<file path="src/rtl/bidir_rx_pkg.sv">
// Shared types and helpers for the bidir rx serial deserializer.
// BIDIR_RX_LSB_FIRST_EN selects LSB-first packing and low-byte strobes.
package bidir_rx_pkg;

    typedef enum logic [1:0] {
        IDLE,
        RX,
        END
    } state_e;

    localparam int TUSER_PARTIAL = 0;
    localparam int TUSER_OVF     = 1;
    localparam int MAX_SW        = 8;

    // Byte strobe for a word holding nbits received bits out of sw bytes.
    function automatic logic [MAX_SW-1:0] strb_from_bits(
        input int nbits,
        input int sw
    );
        int nb;
        logic [MAX_SW-1:0] m;
        nb = (nbits + 7) / 8;
        m  = '0;
        for (int i = 0; i < MAX_SW; i++) begin
`ifdef BIDIR_RX_LSB_FIRST_EN
            m[i] = (i < nb) && (i < sw);
`else
            m[i] = (i < sw) && (i >= sw - nb);
`endif
        end
        return m;
    endfunction

endpackage

</file>
<file path="src/rtl/axis_buf2.sv">
// Two-entry AXI-stream skid FIFO carrying data, strobe, last and user.
// Accepts a push while full when the head is popped in the same cycle.
module axis_buf2 #(
    parameter int DW = 32,
    parameter int SW = 4,
    parameter int UW = 4
) (
    input  logic          clk,
    input  logic          rstn,
    input  logic          s_valid,
    input  logic [DW-1:0] s_data,
    input  logic [SW-1:0] s_strb,
    input  logic          s_last,
    input  logic [UW-1:0] s_user,
    output logic          m_valid,
    input  logic          m_ready,
    output logic [DW-1:0] m_data,
    output logic [SW-1:0] m_strb,
    output logic          m_last,
    output logic [UW-1:0] m_user,
    output logic          full,
    output logic          empty
);

    logic [DW-1:0] data_q [2];
    logic [SW-1:0] strb_q [2];
    logic          last_q [2];
    logic [UW-1:0] user_q [2];
    logic          rd_ptr;
    logic          wr_ptr;
    logic [1:0]    count;
    logic          wr;
    logic          rd;

    assign full    = (count == 2'd2);
    assign empty   = (count == 2'd0);
    assign m_valid = !empty;
    assign rd      = m_valid && m_ready;
    assign wr      = s_valid && (!full || rd);

    assign m_data = data_q[rd_ptr];
    assign m_strb = strb_q[rd_ptr];
    assign m_last = last_q[rd_ptr];
    assign m_user = user_q[rd_ptr];

    // Storage, pointers and occupancy.
    always_ff @(posedge clk or negedge rstn) begin
        if (!rstn) begin
            for (int i = 0; i < 2; i++) begin
                data_q[i] <= '0;
                strb_q[i] <= '0;
                last_q[i] <= 1'b0;
                user_q[i] <= '0;
            end
            rd_ptr <= 1'b0;
            wr_ptr <= 1'b0;
            count  <= 2'd0;
        end else begin
            if (wr) begin
                data_q[wr_ptr] <= s_data;
                strb_q[wr_ptr] <= s_strb;
                last_q[wr_ptr] <= s_last;
                user_q[wr_ptr] <= s_user;
                wr_ptr         <= ~wr_ptr;
            end
            if (rd) begin
                rd_ptr <= ~rd_ptr;
            end
            if (wr && !rd) begin
                count <= count + 2'd1;
            end else if (rd && !wr) begin
                count <= count - 2'd1;
            end
        end
    end

endmodule

</file>
<file path="src/rtl/bidir_rx_deser.sv">
// Framed serial to AXI-stream deserializer with overflow accounting.
// BIDIR_RX_LSB_FIRST_EN: pack LSB-first, right-aligned partial words.
module bidir_rx_deser
    import bidir_rx_pkg::*;
#(
    parameter int DW   = 32,
    parameter int UW   = 4,
    parameter int SW   = DW / 8,
    parameter int CNTW = 16
) (
    input  logic            clk,
    input  logic            rstn,
    input  logic            enable,
    input  logic            frame_n,
    input  logic            bit_en,
    input  logic            sdi,
    output logic            m_tvalid,
    input  logic            m_tready,
    output logic [DW-1:0]   m_tdata,
    output logic [SW-1:0]   m_tstrb,
    output logic            m_tlast,
    output logic [UW-1:0]   m_tuser,
    output logic            busy,
    output logic [CNTW-1:0] ovf_cnt,
    input  logic            ovf_clr
);

    localparam int CW = $clog2(DW + 1);

    state_e        state;
    state_e        state_d;
    logic [DW-1:0] shreg;
    logic [CW-1:0] bit_cnt;
    logic [DW-1:0] pend;
    logic          pend_v;
    logic          ovf_flag;

    logic          frm_on;
    logic          take;
    logic          word_done;
    logic [DW-1:0] shifted;
    logic [CW-1:0] shamt;
    logic [DW-1:0] part_data;
    logic [SW-1:0] part_strb;
    logic          push;
    logic [DW-1:0] push_data;
    logic [SW-1:0] push_strb;
    logic          push_last;
    logic          push_part;
    logic [UW-1:0] push_user;
    logic          pend_ld;
    logic          pend_clr;
    logic          cnt_clr;
    logic          full;
    logic          empty;
    logic          drop;

    assign frm_on    = enable && !frame_n;
    assign word_done = (bit_cnt == CW'(DW - 1));
    assign shamt     = CW'(DW) - bit_cnt;
    assign part_strb = SW'(strb_from_bits(32'(bit_cnt), SW));

`ifdef BIDIR_RX_LSB_FIRST_EN
    assign shifted   = {sdi, shreg[DW-1:1]};
    assign part_data = shreg >> shamt;
`else
    assign shifted   = {shreg[DW-2:0], sdi};
    assign part_data = shreg << shamt;
`endif

    // Frame state register.
    always_ff @(posedge clk or negedge rstn) begin
        if (!rstn) begin
            state <= IDLE;
        end else begin
            state <= state_d;
        end
    end

    // Next state, bit acceptance and word commit decisions.
    always_comb begin
        state_d   = state;
        take      = 1'b0;
        push      = 1'b0;
        push_data = pend;
        push_strb = '1;
        push_last = 1'b0;
        push_part = 1'b0;
        pend_ld   = 1'b0;
        pend_clr  = 1'b0;
        cnt_clr   = 1'b0;
        unique case (state)
            IDLE: begin
                if (frm_on) begin
                    state_d = RX;
                    take    = bit_en;
                end
            end
            RX: begin
                if (frm_on) begin
                    take = bit_en;
                end else begin
                    state_d = END;
                end
            end
            END: begin
                if (pend_v) begin
                    push      = 1'b1;
                    pend_clr  = 1'b1;
                    push_last = (bit_cnt == '0);
                    if (bit_cnt == '0) begin
                        state_d = IDLE;
                    end
                end else if (bit_cnt != '0) begin
                    push      = 1'b1;
                    push_data = part_data;
                    push_strb = part_strb;
                    push_last = 1'b1;
                    push_part = 1'b1;
                    cnt_clr   = 1'b1;
                    state_d   = IDLE;
                end else begin
                    state_d = IDLE;
                end
            end
            default: state_d = IDLE;
        endcase
        if (take && word_done) begin
            pend_ld = 1'b1;
            push    = pend_v;
        end
    end

    // Sideband bits travelling with each pushed word.
    always_comb begin
        push_user                = '0;
        push_user[TUSER_PARTIAL] = push_part;
        push_user[TUSER_OVF]     = push_last && ovf_flag;
    end

    assign drop = push && full && !(m_tvalid && m_tready);

    // Shift register, bit counter and single-word pending stage.
    always_ff @(posedge clk or negedge rstn) begin
        if (!rstn) begin
            shreg   <= '0;
            bit_cnt <= '0;
            pend    <= '0;
            pend_v  <= 1'b0;
        end else begin
            if (take) begin
                shreg <= shifted;
            end
            if (take && word_done) begin
                bit_cnt <= '0;
            end else if (take) begin
                bit_cnt <= bit_cnt + CW'(1);
            end else if (cnt_clr) begin
                bit_cnt <= '0;
            end
            if (pend_ld) begin
                pend   <= shifted;
                pend_v <= 1'b1;
            end else if (pend_clr) begin
                pend_v <= 1'b0;
            end
        end
    end

    // Overflow flag persists until a tlast word makes it into the buffer.
    always_ff @(posedge clk or negedge rstn) begin
        if (!rstn) begin
            ovf_flag <= 1'b0;
        end else if (drop) begin
            ovf_flag <= 1'b1;
        end else if (push && push_last) begin
            ovf_flag <= 1'b0;
        end
    end

    // Saturating dropped-word counter; clear has priority.
    always_ff @(posedge clk or negedge rstn) begin
        if (!rstn) begin
            ovf_cnt <= '0;
        end else if (ovf_clr) begin
            ovf_cnt <= '0;
        end else if (drop && (ovf_cnt != '1)) begin
            ovf_cnt <= ovf_cnt + CNTW'(1);
        end
    end

    axis_buf2 #(
        .DW(DW),
        .SW(SW),
        .UW(UW)
    ) u_buf (
        .clk    (clk),
        .rstn   (rstn),
        .s_valid(push),
        .s_data (push_data),
        .s_strb (push_strb),
        .s_last (push_last),
        .s_user (push_user),
        .m_valid(m_tvalid),
        .m_ready(m_tready),
        .m_data (m_tdata),
        .m_strb (m_tstrb),
        .m_last (m_tlast),
        .m_user (m_tuser),
        .full   (full),
        .empty  (empty)
    );

    assign busy = (state != IDLE) || !empty;

endmodule

</file>
<file path="config.mk">
export PLATFORM = sky130hd
export DESIGN_NAME = bidir_rx_deser
export DESIGN_NICKNAME = d
export VERILOG_FILES = /design/src/rtl/bidir_rx_pkg.sv /design/src/rtl/axis_buf2.sv /design/src/rtl/bidir_rx_deser.sv
export SDC_FILE = /design/constraint.sdc
export NUM_CORES = 1
export LEC_CHECK = 0
export CAP_MARGIN = 25
export CORE_ASPECT_RATIO = 0.9
export CORE_UTILIZATION = 30
export DETAILED_ROUTE_END_ITERATION = 7
export REMOVE_ABC_BUFFERS = 1
export SYNTH_ARGS = -nofsm -noshare
export SYNTH_HDL_FRONTEND = slang
export SYNTH_SLANG_ARGS = --single-unit
</file>
<file path="constraint.sdc">
create_clock -name clk -period 3.3 [get_ports clk]
set_input_delay 0.495 -clock clk [delete_from_list [all_inputs] [get_ports clk]]
set_output_delay 0.495 -clock clk [all_outputs]
set_load 0.03 [all_outputs]
</file>
==> out/results.ini <==
[status]
status = completed

[clocking]
clockBufferDepth = 2
cts.clk_slew.worst_paths_ns = 0.07
numCtsBuffers = 17
clock_latency_ns = 0.44
cts_root_buf = clkbuf_16
cts_setup_buffers = 0
htreeDepth = 4
cts_tree = yes
cts.repair.resized = 0
holdBufCountCts = 0
cts.sinks = 172

[synth]
synth_edf_count = 0
syn_area_sq_um = 9730
yosys_warnings = 0
synthTopCellsByCount = nand2_1, dfrtp_1, mux2_2
yosysTopAreaCell = dfrtp_1
synth-seq-cells = 172
synth_cells = 910
synth.area.top_cells = dfrtp_1, mux2_2, nand2_1
synth_cell_types = 76
syn_area_per_cell_sq_um = 10.7
yosysMostFrequentCell = nand2_1
yosysSeqAreaShare_pct = 44.2
synthArstFlopShare_pct = 100
synth_top_area_share_pct = 44.2
synth-main-ff-cell = dfrtp_1

[critical_path]
critPathKind = reg -> reg
cp.required_ns = 3.59
cp-startpoint = bit_cnt[0]
cp-start-kind = flop
critPathArrivalTime_ns = 3.31
rr_worst_depth = 10
crit_end = u_buf.data_q[27]
r2r-start = bit_cnt[0]
reg2reg_to = u_buf.data_q[27]
cp-end-kind = flop
reg2reg_setup_slack_ns = 0.28
cp_max_fo = 20

[place]
io_buffers = 64
dp.cells = 1362
place_hpwl_mm = 17.5
dpl_worst_slack_ns = 0.332
placed_area_sq_um = 10900
gp_congestion = 0.905

[detailed_routing]
drc_errors = 0
wl_per_cell_um = 17.8
first_iter_violations = 402
antenna_left = 0
drtPass1Iterations = 8
vias_per_cell = 5.14
via_count = 7159
drt_wl_total_mm = 24.8

[timing]
fin_setup_tns_ns = 0
setup_slack_ns = 0.278
slew_viol_final = 0
fmax_ghz = 0.331
period_minus_slack_ns = 3.02
finalHoldViolCount = 0
period_share_pct = 91.6
rsz0062_at_grt = false
finalClockSkew_ns = 0.0119
setup_viol = 0
relSlewSlack_pct = 53.1
worst_slew_pin_slew_ns = 0.704

[global_routing]
grt_use_total_pct = 15.5
grtUsageMet1_pct = 22.6
grt_pass1_wl_mm = 39.9
use_met3_pct = 2.80
grt_overflow_total = 0
grtUsageMet2_pct = 23.0
grt_pass1_vias = 6993
antenna_found_initial = 0
grt_max_degree = 72
grt.busiest_layer = met2

[die]
core_area_sq_um = 31900
die_y_um = 173
initial_core_util_pct = 30.5
die_area_sq_um = 33200
io_pins = 67
die_w_um = 192
rows = 62

[worst_hold_path]
hold_path.class = in -> async

[finish]
stdcell_count = 1394
syn_to_final_growth_pct = 17.9
stdcell_area_sq_um = 11500
nets = 986
layout-drive-gt1-share_pct = 23.9
antennaDiodeCount = 0

[job]
max-cap-violations = 0

[pwr]
leakagePower_uw = 0.00513
vdd_ir_drop_max_mv = 0.431
powerDensity_nw_per_um2 = 657

==> state kept, by name, indices dropped and copies added, names as in the netlist <==
name	count
u_buf.data_q	64
pend	32
shreg	32
ovf_cnt	16
u_buf.strb_q	8
bit_cnt	6
u_buf.user_q	4
state	2
u_buf.count	2
u_buf.last_q	2
ovf_flag	1
pend_v	1
u_buf.rd_ptr	1
u_buf.wr_ptr	1
==> cell families (layout without fill, tap and decap cells) <==
group           Yosys count  after routing  synth area share, %
simple gates            320            320                 14.7
fa+ha+maj                13             13                 1.67
mux                     187            187                 24.5
other cells               1              2               0.0385
xor+xnor                 28             28                 2.67
buf+inv                  73            140                 3.93
flops                   172            172                 44.2
compound gates          116            116                 8.33
==> routing by layer <==
layer	vias to the layer above	wire length, um
met1	3578	12000
li1	3337	-
met3	25	1380
met5	-	0
met4	0	346
met2	219	11100
==> layout by cell type, fill, tap and decap left out, drive strengths merged, types with 4 or more instances in the layout <==
master         synthesis  layout
nand2                192     192
dfrtp                172     172
mux2                 126     126
clkdlybuf4s50          0      63
nor2                  49      49
o21ai                 42      42
mux2i                 37      37
buf                   43      32
mux4                  24      24
xor2                  21      21
clkbuf                17      19
inv                   13      18
nand3                 17      17
a21oi                 15      15
ha                    13      13
nor3                  11      11
a22o                   8       8
nand4                  8       8
and2                   7       7
xnor2                  7       7
nand2b                 6       6
or3                    6       6
a221o                  6       6
a31oi                  6       6
nor3b                  6       6
clkinv                 0       6
and3                   5       5
o211ai                 5       5
nor2b                  4       4
o311ai                 4       4
==> report_power, final <==
group          switching (uW)  leakage [uW]  internal [uW]
registers                 238       0.00235           2300
clock network             883      0.000281           1080
logic                    1740       0.00250           1290
==> metrics by stage <==
stage / total power (uW) / utilization (%) / hold slack, ns
after floorplan: 4540 / - / 0.199
after global placement: 5590 / 34.2 / 0.456
after detailed placement: 5610 / 34.2 / 0.465
after CTS: 7600 / 36.0 / 0.101
after global routing: 7910 / 36.0 / 0.127
final: 7530 / 36.0 / 0.0647
==> area by class of cell <==
class,instances,area [sq um]
well taps,416,520
multi-input cells,666,5080
flip-flops and latches,172,4310
clock inverters,13,133
repair buffers,95,937
inverters,13,48.8
clock buffers,19,443
fillers,3143,20400
==> worst min-delay path by stage <==
stage	to	slack, ns	depth (start not counted)
after floorplan	bit_cnt[0]	0.20	0
after global placement	u_buf.data_q[13]	0.46	2
after detailed placement	u_buf.data_q[14]	0.47	2
after CTS	shreg[23]	0.10	1
after global routing	ovf_cnt[0]	0.13	1
final	ovf_cnt[0]	0.06	1
==> worst max-delay path: stages, from the launching register on <==
cell      delay [ns]
dfrtp_2         0.36
inv_2           0.06
ha_2            0.63
buf_12          0.24
mux2i_1         0.36
mux2i_1         0.19
buf_4           0.18
nand2_1         0.06
o22ai_1         0.16
a221oi_1        0.45
o21ai_0         0.17
Note: power is estimated with default switching activity, not from simulation.
